## config.mk

```make
export PLATFORM = sky130hd
export DESIGN_NAME = psram_cmd_arb_flat
export DESIGN_NICKNAME = d
export VERILOG_FILES = /design/src/rtl/psram_arb_pkg.sv /design/src/rtl/psram_cmd_arb_if.sv /design/src/rtl/psram_arb_pick.sv /design/src/rtl/psram_cmd_arb.sv /design/src/flat_wrapper.sv
export SDC_FILE = /design/constraint.sdc
export NUM_CORES = 1
export LEC_CHECK = 0
export ABC_AREA = 0
export BUFFER_PORTS_ARGS = -buffer_cell sky130_fd_sc_hd__buf_2
export CAP_MARGIN = 20
export CORE_AREA = 2 2 102 104
export CTS_CLUSTER_DIAMETER = 120
export DETAILED_ROUTE_END_ITERATION = 12
export DIE_AREA = 0 0 104 106
export REMOVE_ABC_BUFFERS = 1
export SYNTH_ARGS = -nofsm -noshare
export SYNTH_HDL_FRONTEND = slang
export SYNTH_SLANG_ARGS = --single-unit
```

## constraint.sdc

```tcl
create_clock -name psclk -period 2 [get_ports psclk]
set_clock_uncertainty 0.05 [all_clocks]
set_input_delay 0.1 -clock psclk [delete_from_list [all_inputs] [get_ports psclk]]
set_output_delay 0.1 -clock psclk [all_outputs]
set_load 0.02 [all_outputs]
```

## src/rtl/psram_arb_pkg.sv

```systemverilog
// Shared definitions for the PSRAM command arbiter: state encoding,
// command encoding and bus widths.
package psram_arb_pkg;

    localparam logic [1:0] ST_IDLE = 2'd0;
    localparam logic [1:0] ST_CMD  = 2'd1;
    localparam logic [1:0] ST_WDAT = 2'd2;
    localparam logic [1:0] ST_RDAT = 2'd3;

    typedef enum logic [1:0] {
        IDLE = ST_IDLE,
        CMD  = ST_CMD,
        WDAT = ST_WDAT,
        RDAT = ST_RDAT
    } state_t;

    localparam logic PS_CMD_WRITE = 1'b1;
    localparam logic PS_CMD_READ  = 1'b0;

    localparam int PS_ADDR_W = 23;
    localparam int PS_DATA_W = 32;
    localparam int PS_MASK_W = 4;

endpackage

```

## src/rtl/psram_cmd_arb_if.sv

```systemverilog
// Bundle of both master ports and the PSRAM controller port.
// slave = arbiter view, master = the agents driving masters and the controller.
interface psram_cmd_arb_if;
    import psram_arb_pkg::*;

    logic                 m0_cmd_en;
    logic                 m0_cmd;
    logic [PS_ADDR_W-1:0] m0_addr;
    logic [PS_DATA_W-1:0] m0_wdata;
    logic [PS_MASK_W-1:0] m0_mask;
    logic                 m0_ready;
    logic                 m0_rvalid;
    logic                 m0_wbeat;

    logic                 m1_cmd_en;
    logic                 m1_cmd;
    logic [PS_ADDR_W-1:0] m1_addr;
    logic [PS_DATA_W-1:0] m1_wdata;
    logic [PS_MASK_W-1:0] m1_mask;
    logic                 m1_ready;
    logic                 m1_rvalid;
    logic                 m1_wbeat;

    logic [PS_DATA_W-1:0] m_rdata;

    logic                 psram_cmd;
    logic                 psram_cmd_en;
    logic [PS_ADDR_W-1:0] psram_addr;
    logic [PS_DATA_W-1:0] psram_wdata;
    logic [PS_MASK_W-1:0] psram_mask;
    logic                 psram_ready;
    logic                 psram_rvalid;
    logic [PS_DATA_W-1:0] psram_rdata;

    logic [1:0]           grant;
    logic                 busy;
    logic                 err_stray;

    modport slave (
        input  m0_cmd_en, m0_cmd, m0_addr, m0_wdata, m0_mask,
        output m0_ready, m0_rvalid, m0_wbeat,
        input  m1_cmd_en, m1_cmd, m1_addr, m1_wdata, m1_mask,
        output m1_ready, m1_rvalid, m1_wbeat,
        output m_rdata,
        output psram_cmd, psram_cmd_en, psram_addr, psram_wdata, psram_mask,
        input  psram_ready, psram_rvalid, psram_rdata,
        output grant, busy, err_stray
    );

    modport master (
        output m0_cmd_en, m0_cmd, m0_addr, m0_wdata, m0_mask,
        input  m0_ready, m0_rvalid, m0_wbeat,
        output m1_cmd_en, m1_cmd, m1_addr, m1_wdata, m1_mask,
        input  m1_ready, m1_rvalid, m1_wbeat,
        input  m_rdata,
        input  psram_cmd, psram_cmd_en, psram_addr, psram_wdata, psram_mask,
        output psram_ready, psram_rvalid, psram_rdata,
        input  grant, busy, err_stray
    );

endinterface

```

## src/rtl/psram_arb_pick.sv

```systemverilog
// Two-request picker producing a one-hot winner. PSARB_ROUND_ROBIN_EN
// selects round-robin tie-breaking; otherwise master 0 always wins ties.
module psram_arb_pick (
    input  logic [1:0] i_req,
    input  logic       i_last_owner,
    output logic [1:0] o_pick
);

`ifdef PSARB_ROUND_ROBIN_EN
    // On a tie, grant whichever master did not own the port last.
    always_comb begin
        o_pick = 2'b00;
        if (i_req == 2'b11) begin
            o_pick = i_last_owner ? 2'b01 : 2'b10;
        end else if (i_req[0]) begin
            o_pick = 2'b01;
        end else if (i_req[1]) begin
            o_pick = 2'b10;
        end else begin
            o_pick = 2'b00;
        end
    end
`else
    logic w_unused_last_owner;
    assign w_unused_last_owner = i_last_owner;

    // Fixed priority: master 0 first.
    always_comb begin
        o_pick = 2'b00;
        if (i_req[0]) begin
            o_pick = 2'b01;
        end else if (i_req[1]) begin
            o_pick = 2'b10;
        end else begin
            o_pick = 2'b00;
        end
    end
`endif

endmodule

```

## src/rtl/psram_cmd_arb.sv

```systemverilog
// Shares one PSRAM command/data port between two burst masters, holding
// ownership for a full burst. Optional macro: PSARB_ROUND_ROBIN_EN.
module psram_cmd_arb
    import psram_arb_pkg::*;
#(
    parameter int BURST_WORDS = 16,
    parameter int CNT_W       = 4
) (
    input  logic           psclk,
    input  logic           PSRST,
    psram_cmd_arb_if.slave bus
);

    localparam logic [CNT_W-1:0] LAST_BEAT = CNT_W'(BURST_WORDS - 1);
    localparam logic [CNT_W-1:0] CNT_ONE   = CNT_W'(1);
    localparam logic [CNT_W-1:0] CNT_ZERO  = CNT_W'(0);

    state_t           r_state, w_state_nx;
    logic [1:0]       r_grant, w_grant_nx;
    logic             r_cur_cmd, w_cur_cmd_nx;
    logic [CNT_W-1:0] r_cnt, w_cnt_nx;
    logic             r_owner, w_owner_nx;
    logic             r_has_owner, w_has_owner_nx;

    logic [1:0] w_req;
    logic [1:0] w_pick;
    logic       w_own_en;
    logic       w_accept;
    logic       w_wbeat;
    logic       w_rbeat;

    assign w_req = {bus.m1_cmd_en, bus.m0_cmd_en};

    psram_arb_pick u_pick (
        .i_req        (w_req),
        .i_last_owner (r_owner),
        .o_pick       (w_pick)
    );

    assign w_own_en = r_owner ? bus.m1_cmd_en : bus.m0_cmd_en;
    assign w_accept = (r_state == CMD) & w_own_en & bus.psram_ready;
    assign w_wbeat  = (w_accept & (r_cur_cmd == PS_CMD_WRITE)) | (r_state == WDAT);
    assign w_rbeat  = (r_state == RDAT) & bus.psram_rvalid;

    // Data path follows the most recent owner; zero until the first grant.
    assign bus.psram_cmd_en = (r_state == CMD) & w_own_en;
    assign bus.psram_cmd    = r_has_owner & (r_owner ? bus.m1_cmd : bus.m0_cmd);
    assign bus.psram_addr   = r_has_owner ? (r_owner ? bus.m1_addr : bus.m0_addr)
                                          : {PS_ADDR_W{1'b0}};
    assign bus.psram_wdata  = r_has_owner ? (r_owner ? bus.m1_wdata : bus.m0_wdata)
                                          : {PS_DATA_W{1'b0}};
    assign bus.psram_mask   = r_has_owner ? (r_owner ? bus.m1_mask : bus.m0_mask)
                                          : {PS_MASK_W{1'b0}};

    assign bus.m0_ready  = w_accept & ~r_owner;
    assign bus.m1_ready  = w_accept &  r_owner;
    assign bus.m0_wbeat  = w_wbeat  & ~r_owner;
    assign bus.m1_wbeat  = w_wbeat  &  r_owner;
    assign bus.m0_rvalid = w_rbeat  & ~r_owner;
    assign bus.m1_rvalid = w_rbeat  &  r_owner;
    assign bus.m_rdata   = bus.psram_rdata;
    assign bus.grant     = r_grant;
    assign bus.busy      = (r_state != IDLE);
    assign bus.err_stray = bus.psram_rvalid & (r_state != RDAT) & ~PSRST;

    // Arbitration and burst sequencing.
    always_comb begin
        w_state_nx     = r_state;
        w_grant_nx     = r_grant;
        w_cur_cmd_nx   = r_cur_cmd;
        w_cnt_nx       = r_cnt;
        w_owner_nx     = r_owner;
        w_has_owner_nx = r_has_owner;
        case (r_state)
            IDLE: begin
                if (w_pick != 2'b00) begin
                    w_state_nx     = CMD;
                    w_grant_nx     = w_pick;
                    w_owner_nx     = w_pick[1];
                    w_has_owner_nx = 1'b1;
                    w_cur_cmd_nx   = w_pick[1] ? bus.m1_cmd : bus.m0_cmd;
                end else begin
                    w_state_nx = IDLE;
                end
            end
            CMD: begin
                if (!w_own_en) begin
                    w_state_nx = IDLE;
                    w_grant_nx = 2'b00;
                end else if (bus.psram_ready) begin
                    if (r_cur_cmd == PS_CMD_WRITE) begin
                        w_state_nx = WDAT;
                        w_cnt_nx   = CNT_ONE;
                    end else begin
                        w_state_nx = RDAT;
                        w_cnt_nx   = CNT_ZERO;
                    end
                end else begin
                    w_state_nx = CMD;
                end
            end
            WDAT: begin
                if (r_cnt == LAST_BEAT) begin
                    w_state_nx = IDLE;
                    w_grant_nx = 2'b00;
                    w_cnt_nx   = CNT_ZERO;
                end else begin
                    w_cnt_nx = r_cnt + CNT_ONE;
                end
            end
            RDAT: begin
                if (bus.psram_rvalid) begin
                    if (r_cnt == LAST_BEAT) begin
                        w_state_nx = IDLE;
                        w_grant_nx = 2'b00;
                        w_cnt_nx   = CNT_ZERO;
                    end else begin
                        w_cnt_nx = r_cnt + CNT_ONE;
                    end
                end else begin
                    w_state_nx = RDAT;
                end
            end
            default: begin
                w_state_nx = IDLE;
                w_grant_nx = 2'b00;
                w_cnt_nx   = CNT_ZERO;
            end
        endcase
    end

    // State registers; owner resets to master 1 so master 0 wins the first tie.
    always_ff @(posedge psclk or posedge PSRST) begin
        if (PSRST) begin
            r_state     <= IDLE;
            r_grant     <= 2'b00;
            r_cur_cmd   <= PS_CMD_READ;
            r_cnt       <= CNT_ZERO;
            r_owner     <= 1'b1;
            r_has_owner <= 1'b0;
        end else begin
            r_state     <= w_state_nx;
            r_grant     <= w_grant_nx;
            r_cur_cmd   <= w_cur_cmd_nx;
            r_cnt       <= w_cnt_nx;
            r_owner     <= w_owner_nx;
            r_has_owner <= w_has_owner_nx;
        end
    end

endmodule

```

## src/flat_wrapper.sv

```systemverilog
// flat-port wrapper written by rule: the top's interface ports become plain ports
module psram_cmd_arb_flat import psram_arb_pkg::*;
#(
    parameter int BURST_WORDS = 16,
    parameter int CNT_W       = 4
)
  (psclk, PSRST, bus_m0_cmd_en, bus_m0_cmd, bus_m0_addr, bus_m0_wdata, bus_m0_mask, bus_m0_ready, bus_m0_rvalid, bus_m0_wbeat, bus_m1_cmd_en, bus_m1_cmd, bus_m1_addr, bus_m1_wdata, bus_m1_mask, bus_m1_ready, bus_m1_rvalid, bus_m1_wbeat, bus_m_rdata, bus_psram_cmd, bus_psram_cmd_en, bus_psram_addr, bus_psram_wdata, bus_psram_mask, bus_psram_ready, bus_psram_rvalid, bus_psram_rdata, bus_grant, bus_busy, bus_err_stray);
  psram_cmd_arb_if bus_i ();
  input  logic psclk;
  input  logic PSRST;
  input wire logic [$bits(bus_i.m0_cmd_en)-1:0] bus_m0_cmd_en;
  input wire logic [$bits(bus_i.m0_cmd)-1:0] bus_m0_cmd;
  input wire logic [$bits(bus_i.m0_addr)-1:0] bus_m0_addr;
  input wire logic [$bits(bus_i.m0_wdata)-1:0] bus_m0_wdata;
  input wire logic [$bits(bus_i.m0_mask)-1:0] bus_m0_mask;
  output wire logic [$bits(bus_i.m0_ready)-1:0] bus_m0_ready;
  output wire logic [$bits(bus_i.m0_rvalid)-1:0] bus_m0_rvalid;
  output wire logic [$bits(bus_i.m0_wbeat)-1:0] bus_m0_wbeat;
  input wire logic [$bits(bus_i.m1_cmd_en)-1:0] bus_m1_cmd_en;
  input wire logic [$bits(bus_i.m1_cmd)-1:0] bus_m1_cmd;
  input wire logic [$bits(bus_i.m1_addr)-1:0] bus_m1_addr;
  input wire logic [$bits(bus_i.m1_wdata)-1:0] bus_m1_wdata;
  input wire logic [$bits(bus_i.m1_mask)-1:0] bus_m1_mask;
  output wire logic [$bits(bus_i.m1_ready)-1:0] bus_m1_ready;
  output wire logic [$bits(bus_i.m1_rvalid)-1:0] bus_m1_rvalid;
  output wire logic [$bits(bus_i.m1_wbeat)-1:0] bus_m1_wbeat;
  output wire logic [$bits(bus_i.m_rdata)-1:0] bus_m_rdata;
  output wire logic [$bits(bus_i.psram_cmd)-1:0] bus_psram_cmd;
  output wire logic [$bits(bus_i.psram_cmd_en)-1:0] bus_psram_cmd_en;
  output wire logic [$bits(bus_i.psram_addr)-1:0] bus_psram_addr;
  output wire logic [$bits(bus_i.psram_wdata)-1:0] bus_psram_wdata;
  output wire logic [$bits(bus_i.psram_mask)-1:0] bus_psram_mask;
  input wire logic [$bits(bus_i.psram_ready)-1:0] bus_psram_ready;
  input wire logic [$bits(bus_i.psram_rvalid)-1:0] bus_psram_rvalid;
  input wire logic [$bits(bus_i.psram_rdata)-1:0] bus_psram_rdata;
  output wire logic [$bits(bus_i.grant)-1:0] bus_grant;
  output wire logic [$bits(bus_i.busy)-1:0] bus_busy;
  output wire logic [$bits(bus_i.err_stray)-1:0] bus_err_stray;
  assign bus_i.m0_cmd_en = bus_m0_cmd_en;
  assign bus_i.m0_cmd = bus_m0_cmd;
  assign bus_i.m0_addr = bus_m0_addr;
  assign bus_i.m0_wdata = bus_m0_wdata;
  assign bus_i.m0_mask = bus_m0_mask;
  assign bus_m0_ready = bus_i.m0_ready;
  assign bus_m0_rvalid = bus_i.m0_rvalid;
  assign bus_m0_wbeat = bus_i.m0_wbeat;
  assign bus_i.m1_cmd_en = bus_m1_cmd_en;
  assign bus_i.m1_cmd = bus_m1_cmd;
  assign bus_i.m1_addr = bus_m1_addr;
  assign bus_i.m1_wdata = bus_m1_wdata;
  assign bus_i.m1_mask = bus_m1_mask;
  assign bus_m1_ready = bus_i.m1_ready;
  assign bus_m1_rvalid = bus_i.m1_rvalid;
  assign bus_m1_wbeat = bus_i.m1_wbeat;
  assign bus_m_rdata = bus_i.m_rdata;
  assign bus_psram_cmd = bus_i.psram_cmd;
  assign bus_psram_cmd_en = bus_i.psram_cmd_en;
  assign bus_psram_addr = bus_i.psram_addr;
  assign bus_psram_wdata = bus_i.psram_wdata;
  assign bus_psram_mask = bus_i.psram_mask;
  assign bus_i.psram_ready = bus_psram_ready;
  assign bus_i.psram_rvalid = bus_psram_rvalid;
  assign bus_i.psram_rdata = bus_psram_rdata;
  assign bus_grant = bus_i.grant;
  assign bus_busy = bus_i.busy;
  assign bus_err_stray = bus_i.err_stray;
  psram_cmd_arb #(.BURST_WORDS(BURST_WORDS), .CNT_W(CNT_W)) u_core (.psclk(psclk), .PSRST(PSRST), .bus(bus_i));
endmodule
```

Word level (Yosys, flattened, before mapping)

Index checks and enable logic that the tools add are counted.

Register bits after elaboration: 11
Bits of input ports: 158

Equality and inequality tests: 10
Bitwise gates (word level): 16
Mux-type cells: 29
$add $sub $neg: 1
Reductions and logical operators: 7

Operators with widths:

| kind                                                  | count |
|---|---|
| two-way mux 32 bit                                    | 2 |
| two-way mux 23 bit                                    | 2 |
| two-way mux 4 bit                                     | 6 |
| two-way mux 2 bit                                     | 10 |
| one-hot mux 2 bit (4 select lines)                    | 2 |
| AND 1 bit                                             | 13 |
| one-hot mux 4 bit (3 select lines)                    | 1 |
| inequality test 2 bit, second input constant          | 4 |
| two-way mux 1 bit                                     | 6 |
| adder 4 x 1 -> 4 bit, second input constant           | 1 |
| == test 2 bit, second input constant                  | 2 |
| == test 4 bit, second input constant                  | 1 |
| inequality test 2 x 1 -> 1 bit, second input constant | 2 |
| AND reduction 4 bit                                   | 1 |
| nonzero test 2 bit                                    | 2 |
| AND reduction 3 bit                                   | 1 |
| nonzero test 3 bit                                    | 1 |
| == test 2 x 1 -> 1 bit, second input constant         | 1 |
| zero test 2 bit                                       | 1 |
| NOT 1 bit                                             | 2 |
| AND reduction 2 bit                                   | 1 |
| OR 1 bit                                              | 1 |

Logic depth before layout (Yosys ltp)

Depth in word-level cells: 6
Mapped depth: 5
Mapped depth without buffers: 5

Cells and area by module

Synthesis repeated with hierarchy kept, for this count alone.

Cell total of the unflattened synthesis: 240
Area, all modules: 1981.9 µm²

Modules (own cells, without submodules):

| module         | area an instance (µm²) | times used | cells an instance |
|---|---|---|---|
| psram_cmd_arb  | 1960.6                 | 1          | 238 |
| psram_arb_pick | 21.3                   | 1          | 2 |

Least setup slack after synthesis

Ideal clock, no wire load.

Path type: reg2out
Start point: register u_core.r_owner
End point: output bus_m0_wbeat
Arrival: 1.534 ns
Buffers on the path: 0
Cell stages (with the launch flop): 5
Data required time: 1.850 ns
Path slack: 0.316 ns
Cells stage by stage: dfstp_2 > mux2_2 > nor3b_4 > a32oi_1 > nor2_1

Cells in the longest elaborated chain, start to end: 6
Elaborated cells on any way between the ends: 7

RTL lines:

| element                | RTL line             | text |
|---|---|---|
| from (decl)            | psram_cmd_arb.sv:22  | `logic r_owner, w_owner_nx;` |
| from (signal assigned) | psram_cmd_arb.sv:146 | `r_owner <= w_owner_nx;` |
| two-way mux 1 bit      | psram_cmd_arb.sv:40  | `assign w_own_en = r_owner ? bus.m1_cmd_en : bus.m0_cmd_en;` |
| AND 1 bit              | n/a                  |  |
| net bus_psram_cmd_en   | flat_wrapper.sv:29   | `output wire logic [$bits(bus_i.psram_cmd_en)-1:0] bus_psram_cmd_en;` |
| AND 1 bit              | psram_cmd_arb.sv:41  | `assign w_accept = (r_state == CMD) & w_own_en & bus.psram_ready;` |
| AND 1 bit              | psram_cmd_arb.sv:42  | `assign w_wbeat = (w_accept & (r_cur_cmd == PS_CMD_WRITE)) \| (r_state == WDAT);` |
| OR 1 bit               | psram_cmd_arb.sv:42  |  |
| AND 1 bit              | psram_cmd_arb.sv:57  | `assign bus.m0_wbeat = w_wbeat & ~r_owner;` |
| to (decl)              | flat_wrapper.sv:18   | `output wire logic [$bits(bus_i.m0_wbeat)-1:0] bus_m0_wbeat;` |

The timed path passes the listed nets, and every way through them passes these cells.

Final worst setup path

Start point: register u_core.r_owner
End point: output bus_m0_wbeat

Cells in the longest elaborated chain, start to end: 6
Elaborated cells on any way between the ends: 7

RTL lines:

| element                | RTL line |
|---|---|
| two-way mux 1 bit      | psram_cmd_arb.sv:40 |
| AND 1 bit (2 in a row) | psram_cmd_arb.sv:41 |
| AND 1 bit              | psram_cmd_arb.sv:42 |
| OR 1 bit               | psram_cmd_arb.sv:42 |
| AND 1 bit (*)          | psram_cmd_arb.sv:57 |

Every way passes the cells marked *; elsewhere a longest branch is shown, timed or not.

==> reports/summary.txt <==
P per Cell Area = 1170 nW/um^2
placeable core area = 10000 sq um
Slew Viols, Final = 0
Cell Area, Placed = 2800 sq um
Clk Latency, worst-skew pair = 0.23 ns
antenna-violating nets left = 0
commonest non-fill, non-tap cell in the layout = buf_2
worst flop-to-flop path endpoint = u_core.bus.grant[0]
GPL Wtd Cong = 0.746
H-tree depth = 1
Initial Util = 0.192
R2R Setup Slk = 0.21 ns
crit path to = bus_m0_wbeat
Seq/Total Area, Yosys = 0.144
TritonCTS clock tree = done
Final nets = 558
die area = 11000 sq um
CTS Buf Count = 3
FF-to-FF Start = u_core.r_owner
DR iter-0 viols = 129
actual slew at the worst max-slew pin = 0.504 ns
fin crit share = 0.984
Syn Area/Cell = 8.06 sq um
vias per cell = 4.18
GR Util All Layers = 0.122
vias after detailed routing = 2230
Peak VDD IR = 633 uV
maximum clock path buffer count = 2
FP Rows = 37
Critical path origin = u_core.r_owner
Setup crit end kind = primary output
min Tclk post-route = 1.97 ns
count of final setup violators = 0
Worst-path clk slew = 0.05 ns
CP max stage cell = dfstp_4
Worst EP required = 1.85 ns
startpoint type of the worst setup path = flop
area of the multi-input gates = 1340 sq um
largest net degree at the start of global routing = 66
Max Clk Rate = 508 MHz
flops & latches, synth = 11
Warnings, synthesis = 0
number of remaining DRC errors = 0
top cell type's share of synthesized area = 0.318
cell taking the most area after synthesis = mux2i_1
critical path cell sequence = mux2_2 -> nor3b_4 -> a32oi_2 -> nor2_1 -> buf_2
total wire length = 7680 um
Storage cell area = 280 sq um
die width = 104 um
commonest non-fill, non-tap cells in the layout = buf_2 (196), mux2i_1 (60), nor2b_1 (60)
Worst Path Arrival = 1.82 ns
synth top area cells = mux2i_1 (32%), nor2b_1 (20%), buf_4 (14%)
Syn-to-layout area delta = 50.8%
Synth Cell Area = 1920 sq um
Slew HR = 0.664
Hold Vio Cnt, Final = 0
vias in the first global route = 2032
CP peak stage delay = 0.63 ns
antenna violations before repair = 0
leakage power = 0.00160 uW
Design Area, Final = 2890 sq um
RSZ-0062 raised after global routing = yes
IO Count = 261
share of layout cells above drive strength 1 = 0.533
filler cell count = 1100
run status = completed
max_cap viols = 0
first-pass GRT wire length = 11000 um
Sink Count = 11
Final Power = 3380 uW
Netlist cell types = 31
hpwl dp = 6260 um
die extent in y = 106 um
crit path kind = reg2out
R2R depth = 5
total congestion overflow = 0
first drt pass iteration count = 4
Synth Instances = 238
class of the worst hold path = in2reg
drt wl/cell = 14.4 um
CTS root buffer = clkbuf_8
Antenna Cells = 0
# port buffers = 196
CP max FO = 2
[power by group]
part / internal [uW] / switching, uW / total, uW
combinational: 1120 / 1570 / 2690
sequential: 333 / 135 / 468
clock: 140 / 81.0 / 221
total: 1590 / 1790 / 3380
[kinds of logic after synthesis]
kind of cell	synth area share
xor gates and xnor gates	0.00456
AOI/OAI and AO/OA	0.0482
DFF	0.144
and+or+nand+nor	0.290
buffers and inverters	0.171
muxes	0.336
adders and majority gates	0.00652
[cells in the mapped netlist]
cell type	count
o21ai_1	2
o21ai_0	2
nor3b_4	1
a32oi_1	1
inv_1	2
a21oi_1	7
nand3_1	4
and2_1	1
nor3_1	1
mux2_2	1
o31ai_1	1
mux2i_1	61
nand4b_2	1
o22ai_1	1
a21boi_1	1
nor2_1	13
dfstp_2	1
inv_2	2
nand2_1	8
a22oi_1	1
nor2b_1	60
nand4_1	1
and3_1	2
dfrtp_1	10
ha_1	1
xor2_1	1
buf_4	36
buf_2	4
mux2_1	2
clkbuf_1	6
nand2b_1	3
[how the worst min path moves through the flow]
stage / startpoint / to / slack, ns / cells past startpoint
2_1_floorplan: PSRST / u_core.bus.grant[0] / -0.09 / 1
3_3_place_gp: PSRST / u_core.r_cnt[0] / 0.04 / 3
3_5_place_dp: PSRST / u_core.r_cnt[0] / 0.04 / 3
4_1_cts: bus_m0_cmd_en / u_core.r_owner / 0.04 / 2
5_1_grt: bus_m0_cmd_en / u_core.r_owner / 0.06 / 2
6_report: bus_m0_cmd_en / u_core.r_owner / 0.05 / 2
[sequential cells by signal (all words and copies together), names as in the netlist]
register,flops
u_core.r_owner,1
u_core.r_state,2
u_core.bus.grant,2
u_core.r_has_owner,1
u_core.r_cnt,4
u_core.r_cur_cmd,1
[stage by stage]
stage,instances,setup slack [ns],utilization,hold slack (ns),setup TNS (ns)
after global routing,534,-0.0291,0.289,0.0550,-0.0616
after CTS,533,0.00629,0.287,0.0443,0
after global placement,528,0.213,0.280,0.0391,0
after floorplan,192,-0.904,-,-0.0930,-20.00
final,534,0.0318,0.289,0.0466,0
after detailed placement,528,0.211,0.280,0.0386,0
[worst max-delay path: cells and delay by family (launching register included)]
family / cells / cell delay [ns]
AO/OA/AOI/OAI: 1 / 0.21
buffers and inverters: 1 / 0.17
flip-flops: 1 / 0.63
multiplexers: 1 / 0.35
AND/OR/NAND/NOR: 2 / 0.22
[metal layers]
metal	track usage	wire, um
met1	0.151	3110
met4	0.0203	32
met3	0.0754	1110
met2	0.180	3430
met5	0.0190	0
[final cells by class]
cell class | count | area share
Sequential cell | 11 | 0.0968
Clock buffer | 4 | 0.0156
Tap cell | 136 | 0.0588
Timing Repair Buffer | 202 | 0.362
Multi-Input combinational cell | 177 | 0.461
Inverter | 4 | 0.00519
[timing repair]
| action | in CTS | in global routing |
|---|---|---|
| setup buffers | 0 | 1 |
| endpoints found under the setup margin | 2 | 5 |
| pin swaps | 1 | 0 |
| hold buffers | 1 | 0 |
| hold endpoints to repair | 11 | 0 |
| gates resized for setup | 1 | 3 |
Power figures use the tool's default switching activity.
